File: src/rtl/operand_serializer.sv
// operand_serializer: parallel-in, serial-out operand shifter for the
// sequential multiplier datapath. Captures a WIDTH-bit operand on load,
// then emits one bit per Shift strobe on Data_Out and pulses done once
// the last bit has been consumed.
//
// Optional build macro: SERIALIZER_MSB_FIRST_EN
//   defined     -> MSB first, left shift with zero fill at the LSB
//   not defined -> LSB first, right shift with zero fill at the MSB
// Timing, counting and done behaviour are identical in both builds.
module operand_serializer #(
   parameter  int unsigned WIDTH = 8,
   localparam int unsigned CNT_W = $clog2(WIDTH + 1)
) (
   input  logic             clk,
   input  logic             rst,
   input  logic             load,
   input  logic [WIDTH-1:0] Data_In,
   input  logic             Shift,
   output logic             Data_Out,
   output logic             busy,
   output logic             done,
   output logic [CNT_W-1:0] bit_count
);

`ifdef SERIALIZER_MSB_FIRST_EN
   localparam int unsigned OUT_IDX = WIDTH - 1;
`else
   localparam int unsigned OUT_IDX = 0;
`endif

   typedef enum logic [1:0] {
      ST_IDLE  = 2'd0,
      ST_SHIFT = 2'd1,
      ST_DONE  = 2'd2
   } state_t;

   state_t           state;
   state_t           state_nxt;
   logic [WIDTH-1:0] sreg;
   logic [WIDTH-1:0] sreg_nxt;
   logic [CNT_W-1:0] cnt_nxt;
   logic             busy_nxt;
   logic             done_nxt;

   // State, shift register and registered status outputs; reset aborts any transfer.
   always_ff @(posedge clk) begin
      if (!rst) begin
         state     <= ST_IDLE;
         sreg      <= '0;
         bit_count <= '0;
         busy      <= 1'b0;
         done      <= 1'b0;
      end else begin
         state     <= state_nxt;
         sreg      <= sreg_nxt;
         bit_count <= cnt_nxt;
         busy      <= busy_nxt;
         done      <= done_nxt;
      end
   end

   // Next-state logic: load is only honoured outside SHIFT, last Shift moves to DONE.
   always_comb begin
      state_nxt = state;
      case (state)
         ST_IDLE: begin
            if (load) begin
               state_nxt = ST_SHIFT;
            end
         end
         ST_SHIFT: begin
            if (Shift && (bit_count == CNT_W'(1))) begin
               state_nxt = ST_DONE;
            end
         end
         ST_DONE: begin
            state_nxt = load ? ST_SHIFT : ST_IDLE;
         end
         default: begin
            state_nxt = ST_IDLE;
         end
      endcase
   end

   // Datapath and status next values; busy/done mirror the state being entered.
   always_comb begin
      sreg_nxt = sreg;
      cnt_nxt  = bit_count;
      busy_nxt = (state_nxt == ST_SHIFT);
      done_nxt = (state_nxt == ST_DONE);
      case (state)
         ST_IDLE, ST_DONE: begin
            if (load) begin
               sreg_nxt = Data_In;
               cnt_nxt  = CNT_W'(WIDTH);
            end else begin
               cnt_nxt  = '0;
            end
         end
         ST_SHIFT: begin
            // Counter guard keeps bit_count from ever wrapping below zero.
            if (Shift && (bit_count != '0)) begin
`ifdef SERIALIZER_MSB_FIRST_EN
               sreg_nxt = {sreg[WIDTH-2:0], 1'b0};
`else
               sreg_nxt = {1'b0, sreg[WIDTH-1:1]};
`endif
               cnt_nxt  = bit_count - CNT_W'(1);
            end
         end
         default: begin
            sreg_nxt = '0;
            cnt_nxt  = '0;
         end
      endcase
   end

   // Serial bit is only driven while shifting; the consumer samples it on the Shift edge.
   assign Data_Out = (state == ST_SHIFT) ? sreg[OUT_IDX] : 1'b0;

endmodule

File: config.mk
export PLATFORM = sky130hd
export DESIGN_NAME = operand_serializer
export DESIGN_NICKNAME = d
export VERILOG_FILES = /design/src/rtl/operand_serializer.sv
export SDC_FILE = /design/constraint.sdc
export NUM_CORES = 1
export LEC_CHECK = 0
export BUFFER_PORTS_ARGS = -buffer_cell sky130_fd_sc_hd__buf_2
export CAP_MARGIN = 20
export CORE_ASPECT_RATIO = 1.25
export CORE_UTILIZATION = 46
export CTS_BUF_LIST = sky130_fd_sc_hd__clkbuf_16
export DETAILED_ROUTE_END_ITERATION = 12
export HOLD_SLACK_MARGIN = 0.06
export PLACE_DENSITY = 0.73
export SETUP_SLACK_MARGIN = 0.2
export SLEW_MARGIN = 20
export SYNTH_ARGS = -nofsm -noshare
export SYNTH_HDL_FRONTEND = slang
export SYNTH_SLANG_ARGS = --single-unit
File: constraint.sdc
create_clock -name clk -period 1.3 [get_ports clk]
set_input_delay 0 -clock clk [delete_from_list [all_inputs] [get_ports clk]]
set_output_delay 0 -clock clk [all_outputs]
set_load 0.05 [all_outputs]
* Word level (Yosys, flattened, before mapping)
Cells that the tools add are included.
Storage, ports and cells: word-level logic and storage cells 30, latch bits 0, memories kept 0, register bits after elaboration 16, bits in read-only memories 0, RAM bits 0, output and inout bits 7, input port bits 12
Operators by class: order comparisons 0, reductions and logical operators 6, multipliers 0, divide/modulo/power cells 0, muxes and demuxes 11, equal/unequal tests 7, bitwise operators 0, shifts and indexed selects 0, add/subtract/negate cells 1
Operators with widths (count):
- two-way mux 8 bit | 2
- one-hot mux 8 bit (2 select lines) | 1
- two-way mux 4 bit | 2
- one-hot mux 4 bit (2 select lines) | 1
- one-hot mux 2 bit (3 select lines) | 1
- == test 2 x 1 -> 1 bit, second input constant | 2
- == test 2 bit, second input constant | 2
- == test 4 x 1 -> 1 bit, second input constant | 1
- two-way mux 2 bit | 2
- inequality test 2 bit, second input constant | 2
- nonzero test 4 bit | 1
- subtractor 4 x 1 -> 4 bit, second input constant | 1
- logical AND 1 bit | 2
- zero test 2 bit | 1
- two-way mux 1 bit | 2
- AND reduction 2 bit | 1
- OR reduction 2 bit | 1

* Depth between registers and ports, before layout
word-level depth 5, gate-level depth with buffers 6, mapped depth without buffers 6

* Worst setup path before layout
No wires, ideal clock.
path kind register to register, start reg bit_count[0], end reg bit_count[3], library setup time 129 ps, data required time 1171 ps, buffers on the path 0, data arrival time 1547 ps, clock period less this slack 1676 ps, stages on the path, launching flop included 7, slack -376 ps, path through dfxtp_1 inv_1 ha_1 o21ba_1 o21ai_1 a31oi_1 a311oi_1
Between the ends: cells in the longest elaborated chain, start to end 3, elaborated cells on any way between the ends 6, classes of those cells 1 x add/sub; 1 x eq/ne; 2 x mux; 2 x reduce/logical
Ends and longest elaborated chain:
- start, declared | line 22 | output logic [CNT_W-1:0] bit_count
- start signal, assigned | line 56 | bit_count <= cnt_nxt;
- subtractor 4 x 1 -> 4 bit or nonzero test 4 bit (tied branches) | line 108, 102
- two-way mux 4 bit or logical AND 1 bit (tied branches) | line 102 | if (Shift && (bit_count != '0)) begin
- one-hot mux 4 bit (2 select lines) or inequality test 2 bit (tied branches)
Several ways; a longest one is shown, not always the timed one. The select of a mux whose other input is x is not followed. A chain may end at the register's enable or synchronous reset.

* Final worst setup path
start reg bit_count[0], end reg sreg[2]
Between the ends: cells in the longest elaborated chain, start to end 4
Ends and longest elaborated chain:
- nonzero test 4 bit | line 102
- logical AND 1 bit | line 102
- inequality test 2 bit (no source line)
- AND reduction 2 bit (no source line)
- end signal, assigned | line 55 | sreg <= sreg_nxt;
- end, declared | line 39 | logic [WIDTH-1:0] sreg;
No other way between the ends.

==> reports/metrics.yaml <==
via_count: 881
wl_per_cell_um: 15.1
final_common_cell: "buf_2"
timing.final.crit_share_pct: 99.1
initial_core_util_pct: 51.2
worst_slack_ps: 12.1
max_freq_mhz: 776
nNetsFinal: 152
slew_violations: 0
r2r_cells: 5
min_path_type: "in2reg"
crit_slowest_cell: "dfxtp_4"
p_sw_uw: 405
power_leakage_uw: 0.000505
die_area_um2: 1980
grt_setup_unrepaired: "true"
coreArea_um2: 1620
most-common-layout-cells: "buf_2, nor2_1, dfxtp_1, buf_4, nand2_1"
finalClockSkew_ps: 4.85
path_max_fanout: 7
design_area_um2: 1190
grt_overflow: 0
outcome: "finished clean"
cp_slowest_stage_delay_ps: 380
port-buffer-count: 18
cap_violations: 0
dr.pass1.iters: 4
avgSynthCellArea_um2: 7.90
wirelength_um: 2330
yosysWarnings: 0
hpwl_um: 1490
clock_path_buffers: 2
placed_area_um2: 1010
die_x_um: 40.0
io_pins: 19
sequentialPowerShare_pct: 38.5
fin_hold_ws_ps: 78.0
crit_chain: "inv_4 > ha_4 > a21boi_2 > or2_4 > o21ai_1"
drive_gt1_share_pct: 40.9
hold_violations: 0
combPwrFrac_pct: 20.8
drt-vias-per-instance: 5.68
setup_viol: 0
n_antenna_cell: 0
grtUsageTotal_pct: 25.4
cts_sinks: 16
power.share.clock_pct: 40.6
netlist_area_um2: 830
netlist_instances: 105
drt_iter0_drc: 18
synth_cell_types: 31
row_count: 16
globalplace.congestion: 0.737
postRouteAntennaNets: 0
pre_cts_ws_ps: 41.7
clock_tree.root_cell: "clkbuf_16"
areaGrowthSynthToFinish_pct: 43.7
min_path_cells: 3
clk_pin_slew_ps: 50
grt_pass1_vias: 820
crit_type: "reg2reg"
syn_nets: 119
grt_pass1_wl_um: 3490
cts_max_level: 1
antenna_found_initial: 0
timing.setup.tns_ps: 0
endpoint_kind: "register"
grt_start_max_net_pins: 13
synth_seq_area_share_pct: 38.6
arrival_ps: 1400
worstPathRequired_ps: 1410
clk_latency_ps: 250
cts_buffers: 3
ys_ff_latch: 16
ir_worst_vdd_mv: 0.975
startpoint_type: "register"
cts_tree: "yes"
power_switching_share_pct: 27.4
post-route-drc-count: 0
power.density_nw_per_um2: 1240
fp.dieH_um: 49.5
p_int_uw: 1070
min_period_ps: 1290
max_slew_margin_pct: 81.0
tightest_slew_ps: 285
[logic make-up after synthesis]
kind of cell,share of synthesized area (%)
DFF,38.6
buffers and inverters,4.37
adders and majority gates,3.02
xor gates and xnor gates,2.11
and+or+nand+nor,24.6
AOI/OAI and AO/OA,27.3
[worst paths after layout]
| path | start | endpoint | slack [ps] |
|---|---|---|---|
| setup / recovery | bit_count[0]$_SDFFE_PN0P_ | sreg[2]$_SDFFE_PN0P_ | 10 |
| hold / removal | Shift | state[1]$_SDFF_PN0_ | 80 |
| setup reg to reg | bit_count[0]$_SDFFE_PN0P_ | sreg[2]$_SDFFE_PN0P_ | 10 |
| hold reg to reg | sreg[5]$_SDFFE_PN0P_ | sreg[5]$_SDFFE_PN0P_ | 530 |
[worst max-delay path: cells and delay by family, from the launching register on]
family | cells | cell delay, ps
and+or+nand+nor | 1 | 220
adders and majority gates | 1 | 170
DFF | 1 | 380
buffers and inverters | 1 | 40
AOI/OAI and AO/OA | 2 | 340
[Yosys cell counts, drive strengths merged]
| cell type | count | area [um^2] |
|---|---|---|
| inv | 7 | 26.3 |
| nor2b | 7 | 43.8 |
| nand3 | 1 | 5.00 |
| o21ai | 10 | 50.1 |
| o21ba | 1 | 10.0 |
| o32a | 1 | 10.0 |
| a31oi | 1 | 6.26 |
| or2 | 1 | 6.26 |
| o22ai | 7 | 43.8 |
| xor2 | 1 | 8.76 |
| o31ai | 7 | 52.6 |
| a311oi | 1 | 8.76 |
| xnor2 | 1 | 8.76 |
| a21boi | 1 | 11.3 |
| and2 | 1 | 6.26 |
| and2b | 1 | 7.51 |
| buf | 2 | 10.0 |
| or4 | 1 | 7.51 |
| dfxtp | 16 | 320 |
| nand2b | 4 | 25.0 |
| o211ai | 1 | 7.51 |
| nand2 | 12 | 47.6 |
| nor2 | 14 | 55.1 |
| a211oi | 1 | 7.51 |
| ha | 2 | 25.0 |
| a21oi | 3 | 18.8 |
[layout make-up]
class | count | area (um^2)
Multi-Input combinational cell | 80 | 532
Clock inverter | 1 | 3.75
Tap cell | 18 | 22.5
Sequential cell | 16 | 334
Timing Repair Buffer | 30 | 194
Clock buffer | 3 | 75.1
Fill cell | 132 | 429
Inverter | 7 | 31.3
[power by group through the flow]
stage               registers [uW]  clock network [uW]  logic, uW
CTS                            566                 608        286
detailed placement             575                   0        267
floorplan                      595                   0        161
global placement               572                   0        260
finish                         570                 601        308
global route                   575                 629        331
[stage by stage]
stage | total power (uW) | util (%) | instances
2_1_floorplan | 756 | - | 105
3_3_place_gp | 832 | 62.4 | 145
3_5_place_dp | 842 | 62.4 | 145
4_1_cts | 1460 | 70.4 | 153
5_1_grt | 1540 | 73.5 | 155
6_report | 1480 | 73.5 | 155
[repair_timing]
action / in CTS / in global routing
gates resized for setup: 7 / 10
pin swaps: 0 / 3
setup buffers: 4 / 2
hold buffers: 0 / 0
gates cloned: 0 / 0
setup endpoints to repair: 13 / 15
[registers in the layout (all words and copies together) (netlist names)]
signal,count
sreg,8
bit_count,4
state,2
busy,1
done,1
[per-layer routing]
layer / GRT usage (%) / up-vias / share of wire [%]
li1: - / 430 / -
met1: 29.3 / 403 / 40
met2: 41.7 / 35 / 51
met3: 4.05 / 13 / 4.1
met4: 14.4 / 0 / 4.9
met5: 0 / - / 0
Power figures use the tool's default switching activity.
